## src/rtl/itrx_aib_phy_tx_lane_ser.sv

```systemverilog
// AIB TX lane serializer front end: PRBS7/data select, SDR/DDR phase mux and
// spare-lane redundancy remap with a guarded drain/apply handover.
module itrx_aib_phy_tx_lane_ser #(
   parameter int NLANES = 20,
   parameter int GUARD  = 4,
   parameter int IDXW   = $clog2(NLANES + 1)
) (
   input  logic              ilaunch_clk,
   input  logic              rst_n,
   input  logic [NLANES-1:0] idat0,
   input  logic [NLANES-1:0] idat1,
   input  logic [NLANES-1:0] async_data,
   input  logic              ddr_mode,
   input  logic              prbs_en,
   input  logic              redn_engage,
   input  logic [IDXW-1:0]   redn_fail_idx,
   output logic [NLANES:0]   idat0q,
   output logic [NLANES:0]   idat1q,
   output logic [NLANES:0]   async_phy,
   output logic              redn_busy,
   output logic              map_engaged,
   output logic [IDXW-1:0]   map_idx,
   output logic              cfg_err
);

   typedef enum logic [1:0] {ST_RUN, ST_DRAIN, ST_APPLY} state_e;

   localparam logic [3:0]      GUARD_M1 = 4'(GUARD - 1);
   localparam logic [IDXW-1:0] MAX_IDX  = IDXW'(NLANES);
   localparam logic [6:0]      SEED     = 7'h7F;

   state_e            state_q, state_d;
   logic [3:0]        cnt_q, cnt_d;
   logic              req_eng_q, req_eng_d;
   logic [IDXW-1:0]   req_idx_q, req_idx_d;
   logic              map_eng_q, map_eng_d;
   logic [IDXW-1:0]   map_idx_q, map_idx_d;
   logic [6:0]        lfsr_q, lfsr_d;
   logic              prbs_en_q;
   logic              illegal_q;
   logic              cfg_err_q, cfg_err_d;
   logic [NLANES:0]   idat0q_q, idat0q_d, idat1q_q, idat1q_d;

   logic              req_illegal, req_legal, differs_map, differs_held;
   logic [IDXW-1:0]   req_idx_n;
   logic [6:0]        lfsr_cur, lfsr_s1, lfsr_s2;
   logic [NLANES-1:0] odd_mask, log0, log1, prbs_even, prbs_odd;

   // Physical lane p: below the failing lane it carries logical p, the failing
   // lane is forced to 0 and everything above shifts up by one onto the spare.
   function automatic logic [NLANES:0] remap(input logic [NLANES-1:0] lg,
                                             input logic eng,
                                             input logic [IDXW-1:0] f);
      logic [NLANES:0] p;
      p = '0;
      for (int i = 0; i <= NLANES; i++) begin
         if (!eng || i < int'(f)) begin
            if (i < NLANES) p[i] = lg[i];
         end else if (i > int'(f)) begin
            p[i] = lg[i-1];
         end
      end
      return p;
   endfunction

   // An engaged request pointing past the spare is rejected; a disengaged
   // request's index is don't-care, so it is normalised to 0 before comparing.
   always_comb begin
      req_illegal  = redn_engage && (redn_fail_idx > MAX_IDX);
      req_legal    = !req_illegal;
      req_idx_n    = redn_engage ? redn_fail_idx : '0;
      differs_map  = req_legal && ((redn_engage != map_eng_q) ||
                                   (redn_engage && (redn_fail_idx != map_idx_q)));
      differs_held = req_legal && ((redn_engage != req_eng_q) ||
                                   (redn_engage && (redn_fail_idx != req_idx_q)));
   end

   // NOTE: every signal assigned in an always_comb gets a default first, so no
   // path through the case/if tree can leave it unassigned and infer a latch.
   always_comb begin
      state_d   = state_q;
      cnt_d     = cnt_q;
      req_eng_d = req_eng_q;
      req_idx_d = req_idx_q;
      map_eng_d = map_eng_q;
      map_idx_d = map_idx_q;
      unique case (state_q)
         ST_RUN: begin
            if (differs_map) begin
               state_d   = ST_DRAIN;
               cnt_d     = '0;
               req_eng_d = redn_engage;
               req_idx_d = req_idx_n;
            end
         end
         ST_DRAIN: begin
            if (differs_held) begin
               cnt_d     = '0;
               req_eng_d = redn_engage;
               req_idx_d = req_idx_n;
            end else if (cnt_q == GUARD_M1) begin
               state_d = ST_APPLY;
            end else begin
               cnt_d = cnt_q + 4'd1;
            end
         end
         ST_APPLY: begin
            map_eng_d = req_eng_q;
            map_idx_d = req_idx_q;
            state_d   = ST_RUN;
         end
         default: state_d = ST_RUN;
      endcase
   end

   always_comb begin
      redn_busy   = (state_q != ST_RUN);
      map_engaged = map_eng_q;
      map_idx     = map_idx_q;
      cfg_err     = cfg_err_q;
      idat0q      = idat0q_q;
      idat1q      = idat1q_q;
      async_phy   = remap(async_data, map_eng_q, map_idx_q);
   end

   // PRBS7 (x^7+x^6+1) stepped twice per cycle; a rising prbs_en restarts
   // the sequence from the seed in that same cycle.
   always_comb begin
      lfsr_cur = (prbs_en && !prbs_en_q) ? SEED : lfsr_q;
      lfsr_s1  = {lfsr_cur[5:0], lfsr_cur[6] ^ lfsr_cur[5]};
      lfsr_s2  = {lfsr_s1[5:0], lfsr_s1[6] ^ lfsr_s1[5]};
      lfsr_d   = prbs_en ? lfsr_s2 : lfsr_q;
      for (int l = 0; l < NLANES; l++) odd_mask[l] = l[0];
      prbs_even = {NLANES{lfsr_s1[0]}} ^ odd_mask;
      prbs_odd  = {NLANES{lfsr_s2[0]}} ^ odd_mask;
      if (prbs_en) begin
         log0 = prbs_even;
         log1 = ddr_mode ? prbs_odd : prbs_even;
      end else begin
         log0 = idat0;
         log1 = ddr_mode ? idat1 : idat0;
      end
      cfg_err_d = req_illegal && !illegal_q;
      // Outputs are blanked for every cycle the FSM is away from RUN; the
      // cycle leaving APPLY already launches with the newly applied map.
      idat0q_d  = (state_d == ST_RUN) ? remap(log0, map_eng_d, map_idx_d) : '0;
      idat1q_d  = (state_d == ST_RUN) ? remap(log1, map_eng_d, map_idx_d) : '0;
   end

   // NOTE: sequential state uses non-blocking assignments only, so every flop
   // samples pre-edge values regardless of statement order.
   always_ff @(posedge ilaunch_clk or negedge rst_n) begin
      if (!rst_n) begin
         state_q   <= ST_RUN;
         cnt_q     <= '0;
         req_eng_q <= 1'b0;
         req_idx_q <= '0;
         map_eng_q <= 1'b0;
         map_idx_q <= '0;
         lfsr_q    <= SEED;
         prbs_en_q <= 1'b0;
         illegal_q <= 1'b0;
         cfg_err_q <= 1'b0;
         idat0q_q  <= '0;
         idat1q_q  <= '0;
      end else begin
         state_q   <= state_d;
         cnt_q     <= cnt_d;
         req_eng_q <= req_eng_d;
         req_idx_q <= req_idx_d;
         map_eng_q <= map_eng_d;
         map_idx_q <= map_idx_d;
         lfsr_q    <= lfsr_d;
         prbs_en_q <= prbs_en;
         illegal_q <= req_illegal;
         cfg_err_q <= cfg_err_d;
         idat0q_q  <= idat0q_d;
         idat1q_q  <= idat1q_d;
      end
   end

endmodule

```

## config.mk

```make
export PLATFORM = sky130hd
export DESIGN_NAME = itrx_aib_phy_tx_lane_ser
export DESIGN_NICKNAME = d
export VERILOG_FILES = /design/src/rtl/itrx_aib_phy_tx_lane_ser.sv
export SDC_FILE = /design/constraint.sdc
export NUM_CORES = 1
export LEC_CHECK = 0
export BUFFER_PORTS_ARGS = -buffer_cell sky130_fd_sc_hd__buf_2
export CAP_MARGIN = 15
export CORE_UTILIZATION = 47
export CTS_CLUSTER_DIAMETER = 80
export DETAILED_ROUTE_END_ITERATION = 10
export GPL_TIMING_DRIVEN = 0
export PLACE_DENSITY = 0.82
export SYNTH_ARGS = -nofsm -noshare
export SYNTH_HDL_FRONTEND = slang
export SYNTH_SLANG_ARGS = --single-unit
```

## constraint.sdc

```tcl
create_clock -name ilaunch_clk -period 2.15 [get_ports ilaunch_clk]
set_clock_uncertainty 0.1 [all_clocks]
set_input_delay 0.215 -clock ilaunch_clk [delete_from_list [all_inputs] [get_ports ilaunch_clk]]
set_output_delay 0.215 -clock ilaunch_clk [all_outputs]
set_load 0.02 [all_outputs]
```

==> results.md, run 1 <==
- Logic pwr share: 41.1%
- Routed wire per std cell: 19.14 um
- Post-Syn Nets: 605
- Synth area leaders: dfrtp_1, mux2i_1, a21oi_1, nand2_1, o21ai_0
- Final nets: 787
- Switching Share: 40.05%
- Final hold slack: 0.05105 ns
- Final Power: 4.470 mW
- CP max FO: 10
- Final worst path period need: 2.280 ns
- Worst slew margin: 43.87%
- Clk pwr share: 21.1%
- R2R Setup Slk: -0.13 ns
- Mapped Cells: 534
- Dpl ws: -0.3770 ns
- Multi-input logic area: 0.002826 mm^2
- Reg power frac: 37.8%
- Final WL: 16.27 mm
- H-tree levels: 3
- Hpwl dp: 10.85 mm
- CP Launch Type: flop
- WP data required: 2.33 ns
- Leak pwr: 3.030 nW
- Vias in the first global route: 4,768
- Initial DRT Pass Iterations: 7
- Pin count of the biggest net entering global routing: 71
- Num CTS Buffers: 9
- CP Class: reg2reg
- Top_reg_cell synth: dfrtp_1
- Post-synth top area cell: dfrtp_1
- GR Util All Layers: 31.08%
- CTS tree: yes
- Die H: 99.64 um
- Area post-placement: 0.005355 mm^2
- CP arrival: 2.45 ns
- Clock transition at the registers of the reported paths: 0.08 ns
- Area of the core: 0.009240 mm^2
- Top cells by count, synth: dfrtp_1, nand2_1, a21oi_1, o21ai_0, nor2_1
- Vias: 5,177
- Share of synthesized flip-flops with an asynchronous set or reset: 100.0%
- First-pass GRT wire length: 23.83 mm
- Non-Filler Instances: 850
- Final WS setup: -0.1296 ns
- Initial drt markers: 516
- Drt drc: 0
- Total of max-cap violations: 0
- Internal: 2.680 mW
- Ys Warns: 0
- Cell with the most instances after synthesis: dfrtp_1
- PwrDens: 709.2 mW/mm^2
- Run status: finished with violations
- I/O Pins: 141
- RSZ-0062 raised after global routing: true
- Placed instance count: 803
- Port bufs: 140
- Final Cycle Share: 106.0%
- Root buffer cell: clkbuf_8
- Post-Syn Area: 0.004481 mm^2
- CTS Sinks: 70
- Layout cells sized above 1: 39.67%
- Post-synth EDFFs: 0
- Initial Util: 48.49%
- Critical Path End Type: flop
- Syn Area/Cell: 8.391 um^2
- Hold Path Class: in2reg
- Seq cells post-synth: 70
- Via density: 6.091
- Fmax: 0.4387 GHz
- Max IR drop VDD: 0.3386 mV
- Fin. Hold Viols: 0
- RD Place Congestion: 0.9544
- Die ar.: 0.009927 mm^2
- Final Cell Area: 0.006304 mm^2
- Antenna-violating nets left: 0
- Sequential cell area fraction in the yosys report: 39.29%
- Yosys cell types: 63
- Die Wd: 99.64 um
- Register Area: 0.001767 mm^2
- # rows: 35
- Area Overhead vs Synth: 40.69%
- Actual slew at the worst max-slew pin: 0.8419 ns
- Diodes inserted: 0
- Clock latency on the worst-skew pair: 0.35 ns
- Failing checks: setup timing
- P_sw: 1.791 mW
- Final setup fails: 27
- Synth top area share: 35.19%
- Max clock buf depth: 2
- Gr ovfl total: 0
- Layout fillers: 725
- Initial antenna violation count: 0
- Final Max Tran Viols: 0
-- cells in the final DEF (no fill, tap or decap), types with 7 or more instances in the layout --
| cell type | instances |
|---|---|
| clkbuf_8 | 11 |
| o21ai_0 | 33 |
| nor2b_1 | 14 |
| nand2b_1 | 7 |
| dfrtp_1 | 58 |
| a21o_1 | 8 |
| a211oi_1 | 7 |
| xnor2_1 | 8 |
| mux2i_1 | 22 |
| o211ai_1 | 9 |
| a21oi_1 | 43 |
| buf_6 | 8 |
| mux2i_4 | 8 |
| buf_2 | 137 |
| nor2_1 | 38 |
| nand3_1 | 23 |
| nand2_1 | 58 |
| inv_1 | 24 |
| buf_4 | 33 |
| dfstp_2 | 7 |
| clkbuf_1 | 12 |
-- what timing repair did --
item / CTS / global route
endpoints found under the setup margin: 68 / 59
pin swaps: 7 / 10
hold buffers: 2 / 0
resized for setup: 76 / 58
buffers inserted: 19 / 13
gates cloned: 0 / 2
endpoints found under the hold margin: 64 / 0
-- state kept, by name, indices dropped and copies added (netlist names) --
signal / flops
state_q: 2
map_engaged: 1
idat1q: 21
idat0q: 21
map_idx: 5
req_eng_q: 1
cfg_err: 1
req_idx_q: 5
illegal_q: 1
cnt_q: 4
prbs_en_q: 1
lfsr_q: 7
-- routing by layer --
metal	vias up	GRT usage, %	share of wire [%]	routed length (um)
met1	2427	42.95	40	6537
met2	400	48.93	45	7375
met5	-	0	0	0
li1	2278	-	-	-
met3	72	4.427	10	1689
met4	0	13.24	4.1	666
-- worst paths after layout --
path | start | depth (start not counted) | to
min reg2reg | illegal_q | 1 | cfg_err
max in group asynchronous | rst_n | 2 | map_engaged
min | redn_fail_idx[0] | 3 | req_idx_q[0]
max | state_q[0] | 6 | idat1q[1]
min in group asynchronous | rst_n | 2 | idat1q[10]
max reg2reg | state_q[0] | 6 | idat1q[1]
-- logic make-up (layout without fill, tap and decap cells) --
group / count (synthesis) / in the layout / share of synthesized area, %
muxes: 41 / 41 / 9.411
DFF: 70 / 70 / 39.29
adders and majority gates: 1 / 1 / 0.2792
AOI/OAI and AO/OA: 168 / 168 / 23.82
buffers and inverters: 63 / 250 / 5.669
and+or+nand+nor: 179 / 179 / 19.18
xor gates and xnor gates: 12 / 12 / 2.346
-- layout make-up --
cell class	instances	share of cell area (%)
Tap cell	129	2.561
Sequential cell	70	28.03
Clock inverter	4	0.3573
Inverter	28	1.747
Timing Repair Buffer	176	16.77
Multi-Input combinational cell	401	44.84
Buffer	30	3.394
Clock buffer	12	2.302
-- worst max-delay path, cell delays in order, from the launching register on --
cell	delay [ns]
dfrtp_2	0.44
nor2b_4	0.19
mux2i_4	0.32
inv_4	0.11
or4_4	0.57
or3_4	0.35
a21oi_2	0.13
-- metrics by stage --
stage | TNS [ns] | utilization, %
final | -1.235 | 68.22
after global routing | -3.149 | 68.22
after global placement | -6.656 | 57.93
after detailed placement | -8.039 | 57.96
after CTS | -0.4218 | 64.06
after floorplan | -0.06365 | -
-- power by group through the flow --
| stage | Sequential [mW] | Combinational [mW] | Clock, mW |
|---|---|---|---|
| 3_5_place_dp | 1.65 | 1.55 | 0 |
| 6_report | 1.69 | 1.84 | 0.942 |
| 3_3_place_gp | 1.65 | 1.52 | 0 |
| 4_1_cts | 1.64 | 1.69 | 0.939 |
| 5_1_grt | 1.71 | 1.95 | 1.01 |
| 2_1_floorplan | 1.79 | 0.877 | 0 |
No activity file was read; power rests on OpenSTA's default activity.
==> run 2, diff against run 1 <==
--- a/config.mk
+++ b/config.mk
@@ -5,13 +5,14 @@
 export SDC_FILE = /design/constraint.sdc
 export NUM_CORES = 1
 export LEC_CHECK = 0
+export ABC_AREA = 1
 export BUFFER_PORTS_ARGS = -buffer_cell sky130_fd_sc_hd__buf_2
 export CAP_MARGIN = 15
-export CORE_UTILIZATION = 47
+export CORE_UTILIZATION = 48
 export CTS_CLUSTER_DIAMETER = 80
 export DETAILED_ROUTE_END_ITERATION = 10
 export GPL_TIMING_DRIVEN = 0
-export PLACE_DENSITY = 0.82
+export PLACE_DENSITY = 0.83
 export SYNTH_ARGS = -nofsm -noshare
 export SYNTH_HDL_FRONTEND = slang
 export SYNTH_SLANG_ARGS = --single-unit
==> results.md, run 2 <==
- Run status: finished with violations
- Failing checks: setup timing
- Leak pwr: 3.518 nW
- WHS Path Cells: 3
- Final Max Tran Viols: 0
- Final Power: 5.802 mW
- Final WL: 14.66 mm
- Sequential cell area fraction in the yosys report: 36.32%
- H-tree levels: 3
- Fmax: 0.4600 GHz
- CP arrival: 1.86 ns
- Vias: 5,478
- # rows: 36
- Critical path's largest stage delay: 0.36 ns
- WP data required: 1.84 ns
- Die ar.: 0.01050 mm^2
- Top cells by count, synth: nand2_1, nor2_1, nand3_1, inv_1, dfrtp_1
- Dpl ws: 0.05703 ns
- Synth top area share: 32.52%
- First-pass GRT wire length: 22.36 mm
- Commonest non-fill, non-tap cell in the layout: nand2_1
- Final setup fails: 2
- Post-Syn Area: 0.004847 mm^2
- Hold Path Class: in2reg
- Drt drc: 0
- Post-synth top area cell: dfrtp_1
- Gr ovfl total: 0
- Post-synth EDFFs: 0
- Num CTS Buffers: 9
- Vias in the first global route: 4,847
- Hpwl dp: 10.54 mm
- Post-Syn Nets: 799
- Reg2Reg Depth: 11
- RD Place Congestion: 0.9774
- Actual slew at the worst max-slew pin: 0.8451 ns
- Layout fillers: 875
- Syn Area/Cell: 6.658 um^2
- Crit path depth: 10
- PwrDens: 922.4 mW/mm^2
- Seq cells post-synth: 70
- Most frequent cells in the layout: nand2_1, buf_2, nand3_1
- Diodes inserted: 0
- Cell with the most instances after synthesis: nand2_1
- Critical Path End Type: primary output
- Final Cycle Share: 101.1%
- Initial antenna violation count: 0
- Yosys cell types: 41
- Initial drt markers: 349
- Ys Warns: 0
- Max IR drop VDD: 0.4793 mV
- Final worst path period need: 2.174 ns
- I/O Pins: 141
- Clock transition at the registers of the reported paths: 0.07 ns
- Pin count of the biggest net entering global routing: 71
- Share of synthesized flip-flops with an asynchronous set or reset: 100.0%
- CTS Sinks: 70
- Via density: 5.293
- Port bufs: 138
- Synth area leaders: dfrtp_1, nand2_1, nand3_1, nor2_1, o21ai_0
- Slowest cell on crit path: dfrtp_1
- Area of the core: 0.009774 mm^2
- Layout cells sized above 1: 32.04%
- Routed wire per std cell: 14.17 um
- GR Util All Layers: 27.72%
- Total of max-cap violations: 0
- CP max FO: 6
- Initial Util: 49.59%
- Die Wd: 102.5 um
- Initial DRT Pass Iterations: 5
- CP Launch Type: flop
- Final WS setup: -0.02372 ns
- CP Class: reg2out
- Cells along the critical path: buf_6, clkinvlp_4, nor2_4, nand2_1, nand2_2, nand2_2, a31oi_4, nand3_2, o21ai_2, buf_6
- R2R Setup Slk: 0.16 ns
- Fin. Hold Viols: 0
- Final nets: 968
- Root buffer cell: clkbuf_8
- Top_reg_cell synth: dfrtp_1
- Clock latency on the worst-skew pair: 0.35 ns
- Largest delay share family, worst path: simple AND/OR/NAND/NOR gates
- CTS tree: yes
- Worst slew margin: 43.66%
- Worst path bufs/invs: 3
- Area Overhead vs Synth: 29.76%
- RSZ-0062 raised after global routing: true
- Max clock buf depth: 2
- Mapped Cells: 728
- Die H: 102.5 um
- Antenna-violating nets left: 0
## run 2: where the power goes
group	internal, mW	switching (mW)
Sequential	1.61	0.148
Clock	0.599	0.498
Combinational	0.965	1.98
## run 2: area by class of cell
cell class | instances | area [um^2] | area share, %
Clock inverter | 5 | 56.30 | 0.8952
Timing Repair Buffer | 158 | 878.3 | 13.96
Tap cell | 133 | 166.4 | 2.646
Multi-Input combinational cell | 555 | 2795 | 44.44
Inverter | 77 | 299.0 | 4.754
Clock buffer | 11 | 151.4 | 2.407
Buffer | 26 | 182.7 | 2.904
Sequential cell | 70 | 1760 | 27.99
## run 2: path summary, 6_finish.rpt
path | end | start
worst min register to register | cfg_err | illegal_q
worst max register to register | idat0q[8] | map_idx[3]
min in group asynchronous | req_idx_q[2] | rst_n
worst min-delay path | req_idx_q[3] | redn_fail_idx[3]
max in group asynchronous | idat0q[11] | rst_n
worst max-delay path | async_phy[8] | map_idx[3]
## run 2: logic make-up after synthesis
family                   Yosys count  share of synthesized area [%]
AND/OR/NAND/NOR                  447                          41.38
flip-flops                        70                          36.32
XOR/XNOR                           4                         0.7229
adder cells (fa/ha/maj)            1                         0.2581
buffers and inverters            103                          9.086
AO/OA/AOI/OAI                    103                          12.24
## run 2: through the flow
step / hold WS (ns) / setup TNS, ns / utilization [%] / cell area, um^2 / instances
6_report: 0.06118 / -0.02736 / 64.35 / 6290 / 1035
2_1_floorplan: -0.1806 / 0 / - / 4847 / 728
4_1_cts: 0.05877 / -0.02482 / 61.33 / 5995 / 1018
3_5_place_dp: 0.2695 / 0 / 58.38 / 5707 / 999
3_3_place_gp: 0.2698 / 0 / 58.36 / 5704 / 999
5_1_grt: 0.07207 / -0.5129 / 64.35 / 6290 / 1035
## run 2: tightest hold or removal path: stages
cell     delay, ns
buf_2         0.13
nand3_1       0.08
nand2_1       0.05
## run 2: timing repair
item                                    CTS  global route
pin swaps                                 1            10
hold buffers                              2             0
endpoints found under the hold margin    64             0
endpoints found under the setup margin   15            20
gates resized for setup                  17            47
buffers inserted                          1            17
## run 2: routing by layer
layer / share of wire [%] / track usage [%]
met1: 43 / 38.01
met3: 7.8 / 5.085
met5: 0 / 0
met2: 46 / 42.67
met4: 3.4 / 12.53
